$ cat config.mk
export PLATFORM = sky130hd
export DESIGN_NAME = flex_counter_mode_flat
export DESIGN_NICKNAME = d
export VERILOG_FILES = /design/src/rtl/flex_counter_mode_if.sv /design/src/rtl/flex_counter_mode.sv /design/src/flat_wrapper.sv
export SDC_FILE = /design/constraint.sdc
export NUM_CORES = 1
export LEC_CHECK = 0
export ABC_CLOCK_PERIOD_IN_PS = 13050
export BUFFER_PORTS_ARGS = -buffer_cell sky130_fd_sc_hd__buf_2
export CAP_MARGIN = 15
export CORE_UTILIZATION = 60
export DETAILED_ROUTE_END_ITERATION = 8
export GPL_TIMING_DRIVEN = 0
export HOLD_SLACK_MARGIN = 0.05
export MAX_ROUTING_LAYER = met4
export PLACE_DENSITY = 0.8
export SKIP_CTS_REPAIR_TIMING = 1
export SYNTH_ARGS = -nofsm -noshare
export SYNTH_HDL_FRONTEND = slang
export SYNTH_SLANG_ARGS = --single-unit
$ cat constraint.sdc
create_clock -name clk -period 13.05 [get_ports clk]
set_input_delay 1.305 -clock clk [delete_from_list [all_inputs] [get_ports clk]]
set_output_delay 1.305 -clock clk [all_outputs]
set_load 0.01 [all_outputs]
$ cat src/rtl/flex_counter_mode_if.sv
// Control/status bundle for flex_counter_mode: the requester drives the
// counter controls and ring configuration, the counter returns count and status.
interface flex_counter_mode_if #(
  parameter int NUM_CNT_BITS = 8
) ();
  logic                    clear;
  logic                    load;
  logic [NUM_CNT_BITS-1:0] load_val;
  logic                    count_enable;
  logic                    count_up;
  logic                    wrap_mode;
  logic [NUM_CNT_BITS-1:0] step_val;
  logic [NUM_CNT_BITS-1:0] rollover_val;
  logic [NUM_CNT_BITS-1:0] count_out;
  logic                    rollover_flag;
  logic                    wrap_pulse;
  logic                    saturated;

  modport master (
    output clear, load, load_val, count_enable, count_up, wrap_mode,
           step_val, rollover_val,
    input  count_out, rollover_flag, wrap_pulse, saturated
  );

  modport slave (
    input  clear, load, load_val, count_enable, count_up, wrap_mode,
           step_val, rollover_val,
    output count_out, rollover_flag, wrap_pulse, saturated
  );
endinterface

$ cat src/rtl/flex_counter_mode.sv
// Flexible up/down counter over the ring 1..R with programmable step,
// synchronous load, wrap or saturate behaviour, and registered status.
module flex_counter_mode #(
  parameter int NUM_CNT_BITS = 8
) (
  input logic                 clk,
  input logic                 rst,
  flex_counter_mode_if.slave  bus
);
  localparam int W = NUM_CNT_BITS;

  logic [W-1:0] count_q;
  logic         flag_q;
  logic         wrap_q;
  logic         sat_q;

  logic [W-1:0] cnt_nxt;
  logic         wrap_nxt;
  logic         sat_nxt;
  logic [W-1:0] s_eff;
  logic [W:0]   c_w;
  logic [W:0]   r_w;
  logic [W:0]   s_w;
  logic [W:0]   sum_w;
  logic [W:0]   cp_w;
  logic [W:0]   res_w;

  // Step of zero means one; a step beyond the ring is limited to R.
  function automatic logic [W-1:0] eff_step(input logic [W-1:0] step,
                                            input logic [W-1:0] r);
    logic [W-1:0] one;
    one    = '0;
    one[0] = 1'b1;
    if (step == '0)    return one;
    else if (step > r) return r;
    else               return step;
  endfunction

  // Loads never place the count outside the ring.
  function automatic logic [W-1:0] clamp_to_ring(input logic [W-1:0] v,
                                                 input logic [W-1:0] r);
    return (v > r) ? r : v;
  endfunction

  // Next-state decode; all arithmetic is one bit wider than the count so
  // c+s and c'+R-s never overflow.
  always_comb begin
    cnt_nxt  = count_q;
    wrap_nxt = 1'b0;
    sat_nxt  = sat_q;
    s_eff    = eff_step(bus.step_val, bus.rollover_val);
    c_w      = {1'b0, count_q};
    r_w      = {1'b0, bus.rollover_val};
    s_w      = {1'b0, s_eff};
    sum_w    = c_w + s_w;
    cp_w     = (count_q == '0) ? r_w : c_w;
    res_w    = '0;
    if (bus.clear) begin
      cnt_nxt = '0;
      sat_nxt = 1'b0;
    end else if (bus.load) begin
      cnt_nxt = clamp_to_ring(bus.load_val, bus.rollover_val);
      sat_nxt = 1'b0;
    end else if (bus.count_enable && (bus.rollover_val != '0)) begin
      if (c_w > r_w) begin
        // Count stranded above a lowered R: re-enter the ring regardless of direction.
        if (bus.wrap_mode) begin
          cnt_nxt    = '0;
          cnt_nxt[0] = 1'b1;
          wrap_nxt   = 1'b1;
          sat_nxt    = 1'b0;
        end else begin
          cnt_nxt = bus.rollover_val;
          sat_nxt = 1'b1;
        end
      end else if (bus.count_up) begin
        if (bus.wrap_mode) begin
          sat_nxt = 1'b0;
          if (sum_w > r_w) begin
            res_w    = sum_w - r_w;
            wrap_nxt = 1'b1;
          end else begin
            res_w = sum_w;
          end
          cnt_nxt = res_w[W-1:0];
        end else if (sum_w >= r_w) begin
          cnt_nxt = bus.rollover_val;
          sat_nxt = 1'b1;
        end else begin
          cnt_nxt = sum_w[W-1:0];
          sat_nxt = 1'b0;
        end
      end else begin
        if (bus.wrap_mode) begin
          sat_nxt = 1'b0;
          if (cp_w > s_w) begin
            res_w = cp_w - s_w;
          end else begin
            res_w    = cp_w + r_w - s_w;
            wrap_nxt = 1'b1;
          end
          cnt_nxt = res_w[W-1:0];
        end else if (c_w <= s_w) begin
          cnt_nxt = '0;
          sat_nxt = 1'b1;
        end else begin
          res_w   = c_w - s_w;
          cnt_nxt = res_w[W-1:0];
          sat_nxt = 1'b0;
        end
      end
    end
  end

  // State and status registers; rollover_flag is registered against the R
  // sampled on the same edge so no input reaches an output combinationally.
  always_ff @(posedge clk) begin
    if (rst) begin
      count_q <= '0;
      wrap_q  <= 1'b0;
      sat_q   <= 1'b0;
      flag_q  <= (bus.rollover_val == '0);
    end else begin
      count_q <= cnt_nxt;
      wrap_q  <= wrap_nxt;
      sat_q   <= sat_nxt;
      flag_q  <= (cnt_nxt == bus.rollover_val);
    end
  end

  assign bus.count_out     = count_q;
  assign bus.rollover_flag = flag_q;
  assign bus.wrap_pulse    = wrap_q;
  assign bus.saturated     = sat_q;
endmodule

$ cat src/flat_wrapper.sv
// flat-port wrapper written by rule: the top's interface ports become plain ports
module flex_counter_mode_flat 
#(
  parameter int NUM_CNT_BITS = 8
)
  (clk, rst, bus_clear, bus_load, bus_load_val, bus_count_enable, bus_count_up, bus_wrap_mode, bus_step_val, bus_rollover_val, bus_count_out, bus_rollover_flag, bus_wrap_pulse, bus_saturated);
  flex_counter_mode_if #(.NUM_CNT_BITS(NUM_CNT_BITS)) bus_i ();
  input logic clk;
  input logic rst;
  input wire logic [$bits(bus_i.clear)-1:0] bus_clear;
  input wire logic [$bits(bus_i.load)-1:0] bus_load;
  input wire logic [$bits(bus_i.load_val)-1:0] bus_load_val;
  input wire logic [$bits(bus_i.count_enable)-1:0] bus_count_enable;
  input wire logic [$bits(bus_i.count_up)-1:0] bus_count_up;
  input wire logic [$bits(bus_i.wrap_mode)-1:0] bus_wrap_mode;
  input wire logic [$bits(bus_i.step_val)-1:0] bus_step_val;
  input wire logic [$bits(bus_i.rollover_val)-1:0] bus_rollover_val;
  output wire logic [$bits(bus_i.count_out)-1:0] bus_count_out;
  output wire logic [$bits(bus_i.rollover_flag)-1:0] bus_rollover_flag;
  output wire logic [$bits(bus_i.wrap_pulse)-1:0] bus_wrap_pulse;
  output wire logic [$bits(bus_i.saturated)-1:0] bus_saturated;
  assign bus_i.clear = bus_clear;
  assign bus_i.load = bus_load;
  assign bus_i.load_val = bus_load_val;
  assign bus_i.count_enable = bus_count_enable;
  assign bus_i.count_up = bus_count_up;
  assign bus_i.wrap_mode = bus_wrap_mode;
  assign bus_i.step_val = bus_step_val;
  assign bus_i.rollover_val = bus_rollover_val;
  assign bus_count_out = bus_i.count_out;
  assign bus_rollover_flag = bus_i.rollover_flag;
  assign bus_wrap_pulse = bus_i.wrap_pulse;
  assign bus_saturated = bus_i.saturated;
  flex_counter_mode #(.NUM_CNT_BITS(NUM_CNT_BITS)) u_core (.clk(clk), .rst(rst), .bus(bus_i));
endmodule
==> results.toml, run 1 <==
[clock_tree]
cts-root-buf = "clkbuf_8"
cts_tree = "yes"
htree_levels = 1
clk_latency_ns = 0.24
clockBufferDepth = 2
cts-buffers-inserted = 3
cts_sinks = 11
clk_pin_slew_ns = 0.05

[worst_setup_path]
cp_slowest_cell = "o41ai_1"
path_max_fanout = 10
critPathLaunchType = "input pin"
cp_data_required_time_ns = 13.20
worst_path_most_repeated_cell = "o21ai_0"
cp-startpoint = "bus_rollover_val[1]"
critPathArrivalTime_ns = 8.88
rr_startpoint = "u_core.bus.count_out[2]"
slowest_delay_ns = 0.80
end_kind = "flip-flop"
crit_type = "input pin to flip-flop"

[yosys]
synth_nets = 718
synthArstFlopShare_pct = 0
ys_types = 75
synth-main-ff-cell = "dfxtp_1"
synth-seq-cells = 11
ys_warn_count = 0
synth_area_sq_mm = 0.00438
ys_seq_area_share_pct = 5.03
synth_edf_count = 0
syn_area_per_cell_sq_um = 7.15
synthesis.instances = 612

[power]
pwr-share-comb_pct = 85.0
powerDensity_mw_per_mm2 = 110
switchingPower_w = 0.000292
ir_worst_vdd_mv = 0.0689
power_w = 0.000521
p_leak_nw = 2.17
seq_power_share_pct = 8.1
swShare_pct = 56.1
internal_power_w = 0.000229
power_frac_clock_pct = 6.9

[placement]
dp_hpwl_um = 12600
routabilityCongestion = 1.02
port_buffers = 36
dp.cells = 744

[floorplanning]
die_area_sq_mm = 0.00764
start_util_pct = 63.4
fp-row-count = 30
coreArea_sq_mm = 0.00691
die_y_um = 87.4
die_w_um = 87.4
num_io_pins = 42

[sta]
hold_viol_final = 0
finalSetupTns_ns = 0
grt_setup_unrepaired = "false"
fin_crit_ns = 8.73
setup_viol = 0
fmax_ghz = 0.115
relSlewSlack_pct = 29.8
slew_violations = 0
period_share_pct = 66.9
tightest_slew_ns = 1.03
clock_skew_ns = 0.00352

[grt]
grt_pass1_wl_um = 25300
grt_max_degree = 12
grt_antenna_before_repair = 0
grt_pass1_vias = 5023
grt-ovfl-total = 0
grt_usage_pct = 44.1

[hold_path]
hp-class = "flip-flop to flip-flop"
min_from = "u_core.bus.saturated"

[outcome]
status = "completed"

[route]
num_vias = 5310
wl_per_cell_um = 21.2
drt_first_pass_iters = 5
drt-total-wl_um = 15900
ant_nets = 0
drc = 0
vias_per_cell = 7.10
first_iter_violations = 480

[run]
max-cap-violations = 0

[final_layout]
fin_cells = 748
area_growth_pct = 7.89
diodes = 0
utilization_pct = 68.4
drive_gt1_share_pct = 9.51
finalNetCount = 759
## placed cells by master, fill, tap and decap left out, types with 14 or more instances in the layout
cell type  synthesis  routed
ha_1              64      64
nor2_1            55      55
inv_1             48      48
nand2_1           45      45
a21oi_1           43      43
o21ai_0           42      42
buf_2              6      42
a21o_1            17      17
clkbuf_1          16      17
nand3_1           14      14
mux2i_1           14      14
## metrics by stage
stage	area, sq um	hold WS [ns]	setup WS [ns]
after floorplan	4380	0.536	6.10
after global placement	4680	0.518	4.55
after detailed placement	4680	0.527	4.36
after CTS	4720	0.538	4.57
after global routing	4720	0.576	3.91
final	4720	0.545	4.32
## logic make-up (layout without fill, tap and decap cells)
logic type               count (synthesis)  count (layout)  synth area share [%]
XOR/XNOR                                17              17                  3.40
multiplexers                            15              15                  3.46
AND/OR/NAND/NOR                        206             206                  23.9
flip-flops                              11              11                  5.03
adder cells (fa/ha/maj)                 75              75                  23.3
buffers and inverters                   73             113                  6.52
AO/OA/AOI/OAI                          215             215                  34.4
## cell usage after synthesis, types with 9 or more instances
library cell  count  share of area, %
o21ai_0          42               4.8
mux2i_1          14               3.2
nor3_1           13               1.5
inv_1            48               4.1
xnor2_1          10               2.0
nor2_1           55               4.7
dfxtp_1          11               5.0
a21o_1           17               2.9
clkbuf_1         16               1.4
ha_1             64                18
nand2_1          45               3.9
nand3_1          14               1.6
fa_1             11               5.0
a211oi_1         12               2.1
nand2b_1         11               1.6
nand4_1          10               1.4
o21a_1            9               1.5
a21oi_1          43               4.9
## cell type report
| type | count | area, sq um |
|---|---|---|
| sequential | 11 | 220 |
| timing repair buffer | 36 | 180 |
| tap | 96 | 120 |
| clock buffer | 4 | 45.0 |
| multi-input combinational | 528 | 3870 |
| inverter | 50 | 188 |
| buffer | 23 | 97.6 |
| fill | 640 | 2180 |
## per-layer routing
layer	routed length [um]	part of all wire [%]	vias up	GRT usage, %
met5	0	0	-	-
met4	717	4.5	0	18.9
met3	2000	13	83	9.86
met2	6980	44	410	68.6
met1	6190	39	2419	54.6
li1	-	-	2398	-
## sequential cells by signal (all words and copies together), names as in the netlist
| signal | cells |
|---|---|
| u_core.bus.saturated | 1 |
| u_core.bus.count_out | 8 |
| u_core.bus.wrap_pulse | 1 |
| u_core.bus.rollover_flag | 1 |
## final timing paths
check             slack (ns)  depth (start not counted)                        to
hold reg to reg         0.54                          2      u_core.bus.saturated
setup / recovery        4.32                         28  u_core.bus.rollover_flag
hold / removal          0.54                          2      u_core.bus.saturated
setup reg to reg        7.50                         19  u_core.bus.rollover_flag
## worst max-delay path: cells and delay by family
family          cells  cell delay, ns
xor+xnor            1            0.37
fa+ha+maj           4            1.54
simple gates        5            0.68
compound gates     12            3.61
mux                 1            0.26
buf+inv             5            1.11
## power by group through the flow
stage,Sequential (W),Clock [W],Combinational [W]
after global placement,0.0000423,0,0.000408
after CTS,0.0000417,0.0000356,0.000426
after detailed placement,0.0000424,0,0.000423
after global routing,0.0000422,0.0000382,0.000481
after floorplan,0.0000406,0,0.000315
final,0.0000422,0.0000358,0.000443
No activity file was read; power rests on OpenSTA's default activity.
==> inputs of run 2 (changes only) <==
Settings changed: ABC_AREA set to 1, ABC_CLOCK_PERIOD_IN_PS 13050 to 8900.
Clock period 13.05 ns to 8.9 ns, I/O delays scaled along.
==> results.toml, run 2 <==
[outcome]
status = "completed"

[sta]
hold_viol_final = 0
relSlewSlack_pct = 48.3
fmax_ghz = 0.144
fin_crit_ns = 6.95
finalSetupTns_ns = 0
tightest_slew_ns = 0.769
clock_skew_ns = 0.00406
setup_viol = 0
grt_setup_unrepaired = "false"
slew_violations = 0
period_share_pct = 78.1

[yosys]
synthArstFlopShare_pct = 0
ys_types = 38
synthTopCellsByArea = "nand2_1, ha_1, inv_1"
synth_area_sq_mm = 0.00424
synth_common_cells = "nand2_1, inv_1, nor2_1, ha_1, a21oi_1"
synth_edf_count = 0
synth_top_area_share_pct = 19.9
syn_area_per_cell_sq_um = 5.70
synth_top_area_cell = "nand2_1"
synthesis.instances = 745
synthMostInstantiatedCell = "nand2_1"
synth-main-ff-cell = "dfxtp_1"
synth_nets = 851
ys_warn_count = 0
synth-seq-cells = 11
ys_seq_area_share_pct = 5.19

[route]
wl_per_cell_um = 16.0
first_iter_violations = 531
drt_first_pass_iters = 5
vias_per_cell = 5.80
ant_nets = 0
drc = 0
drt-total-wl_um = 14100
num_vias = 5121

[hold_path]
min_from = "u_core.bus.saturated"
hp-class = "flip-flop to flip-flop"
holdPathStages = 2
holdPathEnd = "u_core.bus.saturated"

[worst_setup_path]
crit_buf_inv = 8
worst_path_most_repeated_cell = "nand2_1"
r2r_slack_ns = 4.50
cp_data_required_time_ns = 9.09
end_kind = "flip-flop"
rr_startpoint = "u_core.bus.count_out[1]"
r2r_cells = 25
critPathTopFamily = "simple AND/OR/NAND/NOR gates"
path_max_fanout = 11
crit_type = "input pin to flip-flop"
rr_endpoint = "u_core.bus.rollover_flag"
critPathLaunchType = "input pin"
cp-startpoint = "bus_rollover_val[7]"
cp_slowest_cell = "nor3_1"
slowest_delay_ns = 0.64
critPathArrivalTime_ns = 7.14

[final_layout]
most-common-layout-cells = "nand2_1, inv_1, nor2_1"
utilization_pct = 67.7
drive_gt1_share_pct = 8.89
finalNetCount = 894
area_growth_pct = 8.43
largest_register_ffs = 8
layout_commonest_cell = "nand2_1"
diodes = 0

[clock_tree]
clk_latency_ns = 0.24
cts-buffers-inserted = 3
clk_pin_slew_ns = 0.05
clockBufferDepth = 2
cts_sinks = 11
htree_levels = 1
cts-root-buf = "clkbuf_8"
cts_tree = "yes"

[grt]
grt_max_degree = 13
grt_pass1_wl_um = 22800
grt_usage_pct = 40.6
grt-ovfl-total = 0
grt_pass1_vias = 4668
grt_antenna_before_repair = 0

[floorplanning]
die_area_sq_mm = 0.00741
coreArea_sq_mm = 0.00679
die_y_um = 86.1
start_util_pct = 62.4
die_w_um = 86.1
fp-row-count = 30
num_io_pins = 42

[power]
ir_worst_vdd_mv = 0.142
powerDensity_mw_per_mm2 = 166
p_leak_nw = 2.66

[placement]
port_buffers = 37
dp_hpwl_um = 11500
routabilityCongestion = 1.03

[run]
max-cap-violations = 0
[run 2: area by class of cell]
type | count | area (sq um)
Sequential cell | 11 | 220
Inverter | 113 | 424
Clock buffer | 4 | 45.0
Tap cell | 96 | 120
Buffer | 15 | 72.6
Fill cell | 662 | 2190
Timing Repair Buffer | 38 | 193
Multi-Input combinational cell | 606 | 3530
[run 2: worst min-delay path, stage by stage (launching register included)]
cell	delay [ns]
dfxtp_1	0.32
nor2_1	0.11
a311oi_1	0.05
[run 2: cell families after synthesis]
group,after synthesis,synth area share [%]
buffers and inverters,128,11.7
XOR/XNOR,17,3.51
adder cells (fa/ha/maj),75,24.1
AO/OA/AOI/OAI,117,15.5
flip-flops,11,5.19
AND/OR/NAND/NOR,397,40.0
[run 2: worst max-delay path by stage]
stage	end	slack, ns	cells after the start
floorplan	u_core.bus.rollover_flag	3.16	40
global placement	u_core.bus.rollover_flag	1.58	41
detailed placement	u_core.bus.rollover_flag	1.90	44
CTS	u_core.bus.rollover_flag	2.09	44
global route	u_core.bus.rollover_flag	1.38	44
finish	u_core.bus.rollover_flag	1.95	42
[run 2: through the flow]
stage	hold slack [ns]	instances	setup slack (ns)	area (sq um)	total power (W)
after CTS	0.514	883	2.09	4600	0.000742
after floorplan	0.511	745	3.16	4240	0.000533
final	0.538	883	1.95	4600	0.000762
after global routing	0.532	883	1.38	4600	0.000836
after global placement	0.500	878	1.58	4550	0.000671
after detailed placement	0.497	879	1.90	4560	0.000688
[run 2: report_power, final]
group / switching (W) / leakage, nW / internal [W] / total [W]
logic: 0.000420 / 2.55 / 0.000230 / 0.000650
registers: 0.00000731 / 0.0900 / 0.0000521 / 0.0000594
clock network: 0.0000203 / 0.0228 / 0.0000316 / 0.0000519
[run 2: layer usage]
layer | GRT usage [%] | wire [um] | vias up
met5 | - | 0 | -
met4 | 13.8 | 379 | 0
met3 | 3.95 | 1400 | 42
met2 | 63.5 | 6230 | 288
met1 | 54.6 | 6130 | 2287
li1 | - | - | 2504
